--- config.mk ---
export PLATFORM = sky130hd
export DESIGN_NAME = mem_port_arbiter_flat
export DESIGN_NICKNAME = d
export VERILOG_FILES = /design/src/rtl/mem_port_arbiter_if.sv /design/src/rtl/mem_port_arbiter.sv /design/src/flat_wrapper.sv
export SDC_FILE = /design/constraint.sdc
export NUM_CORES = 1
export LEC_CHECK = 0
export CAP_MARGIN = 20
export CORE_MARGIN = 1
export CORE_UTILIZATION = 63
export CTS_BUF_LIST = sky130_fd_sc_hd__clkbuf_8 sky130_fd_sc_hd__clkbuf_16
export DETAILED_ROUTE_END_ITERATION = 7
export DONT_BUFFER_PORTS = 1
export PLACE_DENSITY = 0.91
export RECOVER_POWER = 100
export SYNTH_ARGS = -nofsm -noshare
export SYNTH_HDL_FRONTEND = slang
export SYNTH_SLANG_ARGS = --single-unit
--- constraint.sdc ---
create_clock -name clk -period 2.56 [get_ports clk]
set_input_delay 0.256 -clock clk [delete_from_list [all_inputs] [get_ports clk]]
set_output_delay 0.256 -clock clk [all_outputs]
set_load 0.005 [all_outputs]
--- src/rtl/mem_port_arbiter_if.sv ---
// Signal bundle between the two memory masters, the port arbiter and the single-port memory.
// The slave view belongs to the arbiter; the master view is the masters-plus-memory side.
interface mem_port_arbiter_if #(
  parameter int ADDR_W = 16,
  parameter int DATA_W = 16
);
  logic              m0_req;
  logic              m0_we;
  logic [ADDR_W-1:0] m0_addr;
  logic [DATA_W-1:0] m0_wdata;
  logic              m0_ack;
  logic [DATA_W-1:0] m0_rdata;

  logic              m1_req;
  logic              m1_we;
  logic [ADDR_W-1:0] m1_addr;
  logic [DATA_W-1:0] m1_wdata;
  logic              m1_ack;
  logic [DATA_W-1:0] m1_rdata;

  logic [ADDR_W-1:0] mem_address;
  logic              mem_read_enable;
  logic              mem_write_enable;
  logic [DATA_W-1:0] mem_data_in;
  logic [DATA_W-1:0] mem_data_out;

  logic              busy;
  logic              owner;

  modport slave (
    input  m0_req, m0_we, m0_addr, m0_wdata,
    output m0_ack, m0_rdata,
    input  m1_req, m1_we, m1_addr, m1_wdata,
    output m1_ack, m1_rdata,
    output mem_address, mem_read_enable, mem_write_enable, mem_data_in,
    input  mem_data_out,
    output busy, owner
  );

  modport master (
    output m0_req, m0_we, m0_addr, m0_wdata,
    input  m0_ack, m0_rdata,
    output m1_req, m1_we, m1_addr, m1_wdata,
    input  m1_ack, m1_rdata,
    input  mem_address, mem_read_enable, mem_write_enable, mem_data_in,
    output mem_data_out,
    input  busy, owner
  );
endinterface

--- src/rtl/mem_port_arbiter.sv ---
// Two-master arbiter for a single-port memory: one transaction at a time, read-latency wait,
// one-cycle ack to the owning port. Round-robin or fixed priority on contention.
module mem_port_arbiter #(
  parameter int ADDR_W       = 16,
  parameter int DATA_W       = 16,
  parameter int READ_LATENCY = 1,
  parameter int RR_MODE      = 1
) (
  input  logic              clk,
  input  logic              reset,
  mem_port_arbiter_if.slave bus
);
  typedef enum logic [1:0] {IDLE, ISSUE, WAIT, DONE} state_t;

  state_t            state_q, state_d;
  logic              we_q, we_d;
  logic [ADDR_W-1:0] addr_q, addr_d;
  logic [DATA_W-1:0] wdata_q, wdata_d;
  logic              owner_q, owner_d;
  logic              last_q, last_d;
  logic [2:0]        cnt_q, cnt_d;
  logic [DATA_W-1:0] rdata0_q, rdata0_d;
  logic [DATA_W-1:0] rdata1_q, rdata1_d;
  logic              any_req;
  logic              grant;

  // On a tie, round-robin hands the slot to the port that did not win last time.
  always_comb begin
    any_req = bus.m0_req | bus.m1_req;
    if (bus.m0_req && bus.m1_req) begin
      grant = (RR_MODE != 0) ? ~last_q : 1'b0;
    end else begin
      grant = bus.m1_req;
    end
  end

  always_comb begin
    state_d  = state_q;
    we_d     = we_q;
    addr_d   = addr_q;
    wdata_d  = wdata_q;
    owner_d  = owner_q;
    last_d   = last_q;
    cnt_d    = cnt_q;
    rdata0_d = rdata0_q;
    rdata1_d = rdata1_q;
    case (state_q)
      IDLE: begin
        if (any_req) begin
          owner_d = grant;
          last_d  = grant;
          we_d    = grant ? bus.m1_we    : bus.m0_we;
          addr_d  = grant ? bus.m1_addr  : bus.m0_addr;
          wdata_d = grant ? bus.m1_wdata : bus.m0_wdata;
          state_d = ISSUE;
        end
      end
      ISSUE: begin
        if (we_q) begin
          state_d = DONE;
        end else begin
          cnt_d   = 3'(READ_LATENCY);
          state_d = WAIT;
        end
      end
      WAIT: begin
        cnt_d = cnt_q - 3'd1;
        if (cnt_q == 3'd1) begin
          if (owner_q) rdata1_d = bus.mem_data_out;
          else         rdata0_d = bus.mem_data_out;
          state_d = DONE;
        end
      end
      DONE:    state_d = IDLE;
      default: state_d = IDLE;
    endcase
  end

  always_ff @(posedge clk) begin
    if (reset) begin
      state_q  <= IDLE;
      owner_q  <= 1'b0;
      last_q   <= 1'b1;
      cnt_q    <= 3'd0;
      rdata0_q <= '0;
      rdata1_q <= '0;
    end else begin
      state_q  <= state_d;
      owner_q  <= owner_d;
      last_q   <= last_d;
      cnt_q    <= cnt_d;
      rdata0_q <= rdata0_d;
      rdata1_q <= rdata1_d;
    end
  end

  // Latched command only reaches the memory pins in ISSUE, so it carries no reset.
  always_ff @(posedge clk) begin
    we_q    <= we_d;
    addr_q  <= addr_d;
    wdata_q <= wdata_d;
  end

  assign bus.mem_address      = (state_q == ISSUE) ? addr_q : '0;
  assign bus.mem_read_enable  = (state_q == ISSUE) && !we_q;
  assign bus.mem_write_enable = (state_q == ISSUE) && we_q;
  assign bus.mem_data_in      = ((state_q == ISSUE) && we_q) ? wdata_q : '0;
  assign bus.m0_ack           = (state_q == DONE) && !owner_q;
  assign bus.m1_ack           = (state_q == DONE) && owner_q;
  assign bus.m0_rdata         = rdata0_q;
  assign bus.m1_rdata         = rdata1_q;
  assign bus.busy             = (state_q != IDLE);
  assign bus.owner            = owner_q;
endmodule

--- src/flat_wrapper.sv ---
// flat-port wrapper written by rule: the top's interface ports become plain ports
module mem_port_arbiter_flat 
#(
  parameter int ADDR_W       = 16,
  parameter int DATA_W       = 16,
  parameter int READ_LATENCY = 1,
  parameter int RR_MODE      = 1
)
  (clk, reset, bus_m0_req, bus_m0_we, bus_m0_addr, bus_m0_wdata, bus_m0_ack, bus_m0_rdata, bus_m1_req, bus_m1_we, bus_m1_addr, bus_m1_wdata, bus_m1_ack, bus_m1_rdata, bus_mem_address, bus_mem_read_enable, bus_mem_write_enable, bus_mem_data_in, bus_mem_data_out, bus_busy, bus_owner);
  mem_port_arbiter_if #(.ADDR_W(ADDR_W), .DATA_W(DATA_W)) bus_i ();
  input  logic clk;
  input  logic reset;
  input wire logic [$bits(bus_i.m0_req)-1:0] bus_m0_req;
  input wire logic [$bits(bus_i.m0_we)-1:0] bus_m0_we;
  input wire logic [$bits(bus_i.m0_addr)-1:0] bus_m0_addr;
  input wire logic [$bits(bus_i.m0_wdata)-1:0] bus_m0_wdata;
  output wire logic [$bits(bus_i.m0_ack)-1:0] bus_m0_ack;
  output wire logic [$bits(bus_i.m0_rdata)-1:0] bus_m0_rdata;
  input wire logic [$bits(bus_i.m1_req)-1:0] bus_m1_req;
  input wire logic [$bits(bus_i.m1_we)-1:0] bus_m1_we;
  input wire logic [$bits(bus_i.m1_addr)-1:0] bus_m1_addr;
  input wire logic [$bits(bus_i.m1_wdata)-1:0] bus_m1_wdata;
  output wire logic [$bits(bus_i.m1_ack)-1:0] bus_m1_ack;
  output wire logic [$bits(bus_i.m1_rdata)-1:0] bus_m1_rdata;
  output wire logic [$bits(bus_i.mem_address)-1:0] bus_mem_address;
  output wire logic [$bits(bus_i.mem_read_enable)-1:0] bus_mem_read_enable;
  output wire logic [$bits(bus_i.mem_write_enable)-1:0] bus_mem_write_enable;
  output wire logic [$bits(bus_i.mem_data_in)-1:0] bus_mem_data_in;
  input wire logic [$bits(bus_i.mem_data_out)-1:0] bus_mem_data_out;
  output wire logic [$bits(bus_i.busy)-1:0] bus_busy;
  output wire logic [$bits(bus_i.owner)-1:0] bus_owner;
  assign bus_i.m0_req = bus_m0_req;
  assign bus_i.m0_we = bus_m0_we;
  assign bus_i.m0_addr = bus_m0_addr;
  assign bus_i.m0_wdata = bus_m0_wdata;
  assign bus_m0_ack = bus_i.m0_ack;
  assign bus_m0_rdata = bus_i.m0_rdata;
  assign bus_i.m1_req = bus_m1_req;
  assign bus_i.m1_we = bus_m1_we;
  assign bus_i.m1_addr = bus_m1_addr;
  assign bus_i.m1_wdata = bus_m1_wdata;
  assign bus_m1_ack = bus_i.m1_ack;
  assign bus_m1_rdata = bus_i.m1_rdata;
  assign bus_mem_address = bus_i.mem_address;
  assign bus_mem_read_enable = bus_i.mem_read_enable;
  assign bus_mem_write_enable = bus_i.mem_write_enable;
  assign bus_mem_data_in = bus_i.mem_data_in;
  assign bus_i.mem_data_out = bus_mem_data_out;
  assign bus_busy = bus_i.busy;
  assign bus_owner = bus_i.owner;
  mem_port_arbiter #(.ADDR_W(ADDR_W), .DATA_W(DATA_W), .READ_LATENCY(READ_LATENCY), .RR_MODE(RR_MODE)) u_core (.clk(clk), .reset(reset), .bus(bus_i));
endmodule
==> results.txt, run 1 <==
After detailed routing, the average wire length per cell comes to 17.4 microns. The first global-routing pass estimated 9.12 mm of wire. The tools report the number of slew-limit violations in the final report as 0. The region available for standard cell placement spans 5170 sq um. Once detail routing completed, the nets flagged for antenna violations numbered 0. The tools report the row count as 26.

For this run, the top clock speed supported by timing is 473 MHz. In the synthesized netlist, mux cells make up 13.3% of the area. Setup repair after global routing left no endpoint under its margin. The tool flagged a number of max-cap violations equal to 0. The net switching power came out at 0.000946 W.

The worst setup path is of the reg2reg kind. Along the worst path, the maximum fanout reaches 22. The power per cell area was 928 nW/um^2; the setup TNS was 0 ns. Once routing completed, OpenROAD measured the worst setup slack at 0.444 ns. Each instance of the synthesized netlist takes up on average 11.2 sq um.

The simple-gate share of the synthesized area is 17.4%. Number of antenna diodes: 0. Sorting the synthesized cells by how often they occur yields sky130_fd_sc_hd__nand2_1, sky130_fd_sc_hd__dfxtp_1, sky130_fd_sc_hd__edfxtp_1. In this run the cell area of the synthesized design comes to 3410 sq um. The largest net degree at the start of global routing is 37.

The number of antenna violations at the first check in global routing was 0; the total CTS buffers was 9. Counting distinct cell types in the post-synthesis netlist gives 38. The clock share of power is 29.2%. In this run the register-to-register setup slack is 0.44 ns. Reg-to-reg startpoint: u_core.state_q[0].

The worst hold path begins at reset. For this run, design rule violations remaining after detail routing come to 0. The detailed-placement wirelength estimate was 4.54 mm; the proportion of synthesized flip-flops having asynchronous set or reset was 0%. The number of clock sinks came out at 72. The final hold slack is 0.0278 ns, and the number of endpoints with negative hold slack in the final report is 0.

The per-cell via count in the routed design works out to 5.84. The worst min-delay path class was in2reg. The parity-gate share of the synthesized area counting xor and xnor cells came out at 0%.

After detailed routing, the total wire length is 6.53 mm. The logs give 1971 for the via count of the first global-routing pass and 398 for the net count of the mapped netlist. The clock reaches the later pin of the worst-skew pair after 0.34 ns. Share of the synthesized area in compound gates (AO/OA/AOI/OAI): 9.45%.

The horizontal die dimension was 75.6 microns. At the placement stage, the worst setup path has a slack of 0.640 ns. The worst-case IR drop observed on VDD is 0.457 mV. Measured along the y axis, the die boundary spans 75.6 microns. The first detailed-routing pass took 4 iterations. The flow ran to the end, and the final reports show no timing, DRC or antenna violations. In this run, synthesis produced a sequential element count of 72. The run gives 0 as the number of setup violations in the final report. In the final design database the tool counted 394 nets.

The depth of the CTS H-tree was 3. The tools report the post-synthesis sequential area ratio as 51.9%. Of the cells placed in the final design, the portion with a size suffix greater than 1 is 15.4%. The tools report the internal power contribution as 0.00233 W. The worst hold path terminates at u_core.last_q.

Global routing consumed, over all layers together, 22.0% of the routing resources. The worst pin sits at a relative slew slack of 51.1%. Across the routed clock network, the largest skew measured is 0.00898 ns. The tools report the sequential power share as 49.4%.

The cell depth of the worst hold path works out to 1. Ranked by total cell area, the synthesized netlist is headed by sky130_fd_sc_hd__edfxtp_1, sky130_fd_sc_hd__dfxtp_1, sky130_fd_sc_hd__mux2_4. The top cell type by area accounts for 29.0% of the synthesized area. Routability-driven placement finished with a final weighted congestion of 0.768. The startpoint type of the worst setup path was a flop.

The measured slew at the worst slew-check pin came out at 0.734 ns. After clock tree synthesis, the clock-pin slew on the worst setup and hold paths is 0.07 ns. The net switching fraction of the power was 28.9%.

The number of cell instances on the worst register-to-register path is 5, and the share of the cycle needed by the critical path after routing is 82.6%. Detailed routing inserted a total of 2194 vias. The tools report the first-iteration detailed-routing DRC count as 82. The growth of design area from synthesis to finish came out at 3.26%. The most used flip-flop cell after synthesis is sky130_fd_sc_hd__dfxtp_1. The count of buffers added on input and output ports is 0. Data on the critical path is required at its endpoint by 2.54 ns. The worst register-to-register path ends at u_core.we_q.

TritonCTS built the clock tree. STA classifies the critical path endpoint as a flop. The yosys synthesis warning count came out at 0. Data arrives at the worst endpoint at 2.09 ns.

The tree is rooted in a sky130_fd_sc_hd__clkbuf_8. The deepest clock path buffer count came out at 2. Most instantiated library cell after synthesis: sky130_fd_sc_hd__nand2_1. Of the total synthesized cell area, the portion taken by full adders, half adders and majority gates is 2.57%. By area, the combinational part of the netlist is dominated by simple AND/OR/NAND/NOR gates. The largest total area in the synthesized netlist belongs to sky130_fd_sc_hd__edfxtp_1.

The synthesized design contains 33 enable-type register cells. The standby leakage power came out at 1.29 nW. The die covers 5720 sq um.

The fraction of power consumed by combinational cells is 21.5%, and the number of standard cells after synthesis is 305. After global routing the overflow that remains totals 0. Pin placement for this block handled 156 I/O pins. The initial core utilization is 66.0%, and the minimum clock period is 2.12 ns.
-- worst max path at each step --
stage                                 start                       to  slack (ns)  cells past startpoint
final                     u_core.state_q[0]              u_core.we_q        0.44                      5
after global routing      u_core.state_q[0]         u_core.addr_q[2]        0.24                      5
after CTS                 u_core.state_q[0]  u_core.bus.m0_rdata[10]        0.59                      5
after detailed placement  u_core.state_q[0]   u_core.bus.m0_rdata[7]        0.64                      5
after global placement    u_core.state_q[0]   u_core.bus.m0_rdata[5]        0.75                      5
after floorplan           u_core.state_q[0]         u_core.addr_q[0]        0.73                      4
-- layout by cell type, fill, tap and decap left out, types with 2 or more instances in the layout --
cell type	instances
sky130_fd_sc_hd__nand2_1	65
sky130_fd_sc_hd__dfxtp_1	39
sky130_fd_sc_hd__edfxtp_1	33
sky130_fd_sc_hd__a21oi_1	25
sky130_fd_sc_hd__mux2_1	18
sky130_fd_sc_hd__and2_0	16
sky130_fd_sc_hd__and3_1	16
sky130_fd_sc_hd__mux2_2	13
sky130_fd_sc_hd__a21oi_2	11
sky130_fd_sc_hd__clkbuf_8	11
sky130_fd_sc_hd__inv_1	9
sky130_fd_sc_hd__ha_1	7
sky130_fd_sc_hd__nor2b_1	5
sky130_fd_sc_hd__nand2b_1	5
sky130_fd_sc_hd__o21ai_0	4
sky130_fd_sc_hd__nor2_1	3
sky130_fd_sc_hd__clkbuf_2	3
sky130_fd_sc_hd__mux2_4	2
-- area by class of cell --
| class | count | area [sq um] |
|---|---|---|
| clock buffer | 12 | 176 |
| timing repair buffer | 4 | 35.0 |
| clock inverter | 4 | 42.5 |
| inverter | 7 | 26.3 |
| tap | 70 | 87.6 |
| multi-input combinational | 207 | 1390 |
| fill | 399 | 1650 |
| sequential | 72 | 1770 |
-- power by group through the flow --
stage	clock [W]	combinational [W]	sequential, W
CTS	0.000965	0.000785	0.00161
global route	0.00101	0.000798	0.00165
finish	0.000955	0.000702	0.00162
floorplan	0	0.000651	0.00160
global placement	0	0.000743	0.00163
detailed placement	0	0.000767	0.00164
-- logic make-up after synthesis --
kind of cell,after synthesis
compound gates,48
flops,72
simple gates,118
buf+inv,26
fa+ha+maj,7
mux,34
-- routing by layer --
metal,global-route usage [%],part of all wire [%],up-vias
met1,24.1,39,1031
met2,36.9,50,107
met4,11.1,2.2,0
met5,0,0,-
li1,-,-,1039
met3,8.99,8.9,17
-- worst max-delay path, stage by stage (launching register included) --
cell and delay (ns):
sky130_fd_sc_hd__dfxtp_1 0.34, sky130_fd_sc_hd__inv_1 0.13, sky130_fd_sc_hd__ha_1 0.26, sky130_fd_sc_hd__o21ai_0 0.14
sky130_fd_sc_hd__inv_1 0.35, sky130_fd_sc_hd__clkbuf_2 0.53
-- metrics by stage --
step	instance area, sq um	power, W	utilization, %	cells
floorplan	3410	0.00225	-	305
global placement	3390	0.00237	65.6	359
detailed placement	3390	0.00240	65.6	359
CTS	3630	0.00336	70.2	376
global route	3530	0.00346	68.2	376
finish	3530	0.00327	68.2	376
-- flip-flops by register name (all words and copies together) (netlist names) --
register / count
u_core.addr_q: 16
u_core.bus.m0_rdata: 16
u_core.bus.m1_rdata: 16
u_core.wdata_q: 16
u_core.cnt_q: 3
u_core.state_q: 2
u_core.bus.owner: 1
u_core.last_q: 1
u_core.we_q: 1
-- repair_timing --
item,in CTS,in global routing
gates resized for setup,0,0
setup buffers,0,0
hold buffers,1,0
endpoints found under the hold margin,36,0
(Power assumes the default switching activity.)
==> run 2, diff against run 1 <==
clock period = 2.1 ns   (was 2.56 ns; I/O delays follow)
==> run 2 against run 1 <==
  * Register-to-register slack worse by 0.28 ns
  * Highest routed layer unchanged
  * Non-clock buffer count up 16
  * Utilization up 2.3 points
  * Worst setup slack worse by 0.28 ns
  * Sequential share of layout area down 1.6 points
  * Die area unchanged
  * Count of clock-buffer cells in the layout down 1
  * Wire length up 4.1%
==> results.txt, run 2 (synthesized netlist as in run 1, its figures left out) <==
The run gives 66.0% as the initial core utilization. The run gives 0.00117 W as the net switching power. Average wire length per cell after detail routing: 17.3 microns. The worst hold path was traced through 2 stages.

The flow ran to the end, and the final reports show no timing, DRC or antenna violations. The fraction of power consumed by combinational cells was 24.1%. Root cell of the clock tree: sky130_fd_sc_hd__clkbuf_8.

Detailed placement finished with a half-perimeter wire length of 4.74 mm. Entering global routing, the biggest net connects 38 pins. In this run the core area contains 26 standard-cell rows.

Leaving out fill and tap cells, the most frequent cells in the layout are sky130_fd_sc_hd__nand2_1, sky130_fd_sc_hd__dfxtp_1, sky130_fd_sc_hd__a21oi_1, sky130_fd_sc_hd__edfxtp_1, sky130_fd_sc_hd__mux2_1. The finished layout holds 392 standard cells, fillers aside. The peak supply drop was 0.742 mV. The worst setup path is captured at a flop. For the depth of the CTS H-tree, the log shows 3. Of all nets on the critical path, the largest fanout is 33. The setup skew after layout is 0.00891 ns, and the total placed cells including tap cells is 362. The number of endpoints with negative hold slack in the final report was 0.

The run gives 0.781 as the weighted congestion reported at the end of routability-driven placement. The path with the worst hold slack has its endpoint at u_core.bus.m0_rdata[6]. For the first-pass GRT wire length, the log shows 9.51 mm. In this run the remaining antenna-violating nets after routing total 0. The clock network is responsible for 26.1% of the overall power.

The overall track demand over capacity in global routing was 23.0%; the total CTS buffers was 9. The combined flip-flop and latch cell area is 1770 sq um, and the number of slew-limit violations in the final report is 0. For the total length of routed wires, the log shows 6.80 mm.

Summing all non-filler instances in the final layout gives an area of 3640 sq um. The clock-pin slew of the registers on the worst-case setup and hold paths was 0.07 ns; the number of detailed-route iterations in the first pass was 5. The max capacitance violation total came out at 0. The power per cell area is 1090 nW/um^2. TritonCTS built the clock tree. Using the TritonRoute via totals, the vias-per-cell ratio works out to 5.82.

For the residual overflow from global routing, the log shows 0. The tightest min-delay check is of the in2reg type. The worst register-to-register path ends at u_core.addr_q[15]. The repair_antennas step left the layout with diodes totalling 0. The tightest slew margin relative to the limit is 50.1%, and the proportion of layout cells with a drive suffix above 1 is 12.7%. The critical hold path startpoint was bus_mem_data_out[6]. The area of the die was 5720 sq um; the area after detailed placement was 3430 sq um.

Dividing the final minimum period by the clock period gives 92.4%. The minimum clock period works out to 1.94 ns. For this design the top-level I/O count stands at 156. Counting the fill cells in the layout gives 369.

Setup violations remaining at the end of the flow were counted as 0. Once routing completed, OpenROAD measured the worst setup slack at 0.161 ns. Net switching is 29.4% of the power. The clock passes through at most 2 buffers. The type of the worst setup path is reg2reg. The tools report the placeable core region as 5170 sq um. The run gives 2149 as the via count of the first global-routing pass. The startpoint type of the worst setup path is a flop.

Setup repair after global routing left no endpoint under its margin. Number of clock sinks: 72. The number of cell instances on the worst register-to-register path was 3. For the clock network latency to the later pin of the worst-skew pair, the log shows 0.34 ns.

The tools report the standby leakage power as 1.35 nW. Based on the critical path, the design can be clocked at up to 516 MHz. For the final routed database, the setup TNS stands at 0 ns. For this run, the post-layout net count is 410. The run gives 2.02 ns as the data arrival time of the critical path. In this run the worst setup path begins at u_core.last_q. For the pin with the worst max-slew slack, the measured transition is 0.749 ns. From synthesis to final layout, the design area changed by 6.74%. The vertical extent of the die is 75.6 microns, and the number of input and output port buffers inserted is 0. In the final layout, the multi-input gates occupy 1350 sq um.

The horizontal die dimension came out at 75.6 microns. The sequential power share is 49.8%. Required time at the endpoint of the critical path: 2.18 ns.

The placement-stage worst setup slack was 0.208 ns. The logs give 113 for the first-iteration detailed-routing DRC count and 0 for the number of antenna violations at the first check in global routing. Leaving out fill and tap cells, the most frequent cell in the layout is sky130_fd_sc_hd__nand2_1. The worst register-to-register path begins at u_core.last_q. For this run, design rule violations remaining after detail routing come to 0. For this block, the via count after detailed routing is 2280. The internal portion of the total power is 0.00280 W. For the register-to-register setup slack, the log shows 0.16 ns.
run 2: worst max-delay path, stage by stage (launching register included):
cell                       delay [ns]
sky130_fd_sc_hd__dfxtp_1         0.33
sky130_fd_sc_hd__a21boi_0        0.25
sky130_fd_sc_hd__buf_2           0.66
sky130_fd_sc_hd__mux2_2          0.42
run 2: routing by layer:
| metal | GRT usage (%) | vias up | wire length [microns] |
|---|---|---|---|
| met3 | 8.33 | 11 | 515 |
| met2 | 41.6 | 111 | 3560 |
| li1 | - | 1069 | - |
| met4 | 9.67 | 0 | 87 |
| met1 | 24.0 | 1089 | 2640 |
| met5 | 0 | - | 0 |
run 2: final cells by class:
cell class / count / share of cell area, %
Sequential cell: 72 / 48.6
Multi-Input combinational cell: 207 / 37.0
Timing Repair Buffer: 20 / 5.87
Clock buffer: 11 / 4.77
Tap cell: 70 / 2.40
Inverter: 7 / 0.721
Clock inverter: 5 / 0.584
run 2: power by group through the flow:
stage                     logic (W)  registers (W)  clock network, W
after CTS                   0.00102        0.00197           0.00105
after detailed placement   0.000984        0.00200                 0
after floorplan            0.000793        0.00195                 0
final                      0.000956        0.00197           0.00103
after global placement     0.000954        0.00198                 0
after global routing        0.00108        0.00201           0.00110
run 2: worst max-delay path by stage:
stage          cells past startpoint                     end
6_report                           3       u_core.addr_q[15]
5_1_grt                            3       u_core.wdata_q[0]
4_1_cts                            5  u_core.bus.m0_rdata[5]
3_5_place_dp                       5  u_core.bus.m0_rdata[5]
3_3_place_gp                       5  u_core.bus.m0_rdata[2]
2_1_floorplan                      4        u_core.addr_q[0]
run 2: metrics by stage:
| stage | total power [W] | hold WS, ns | util (%) |
|---|---|---|---|
| floorplan | 0.00274 | 0.346 | - |
| global placement | 0.00294 | 0.283 | 66.2 |
| detailed placement | 0.00299 | 0.283 | 66.2 |
| CTS | 0.00405 | 0.000372 | 72.7 |
| global route | 0.00419 | 0.00167 | 70.5 |
| finish | 0.00396 | 0.00639 | 70.5 |
run 2: what timing repair did:
action / CTS / global route
endpoints found under the hold margin: 37 / 2
endpoints found under the setup margin: 0 / 3
hold buffers: 13 / 1
setup buffers: 0 / 0
gates resized for setup: 0 / 1
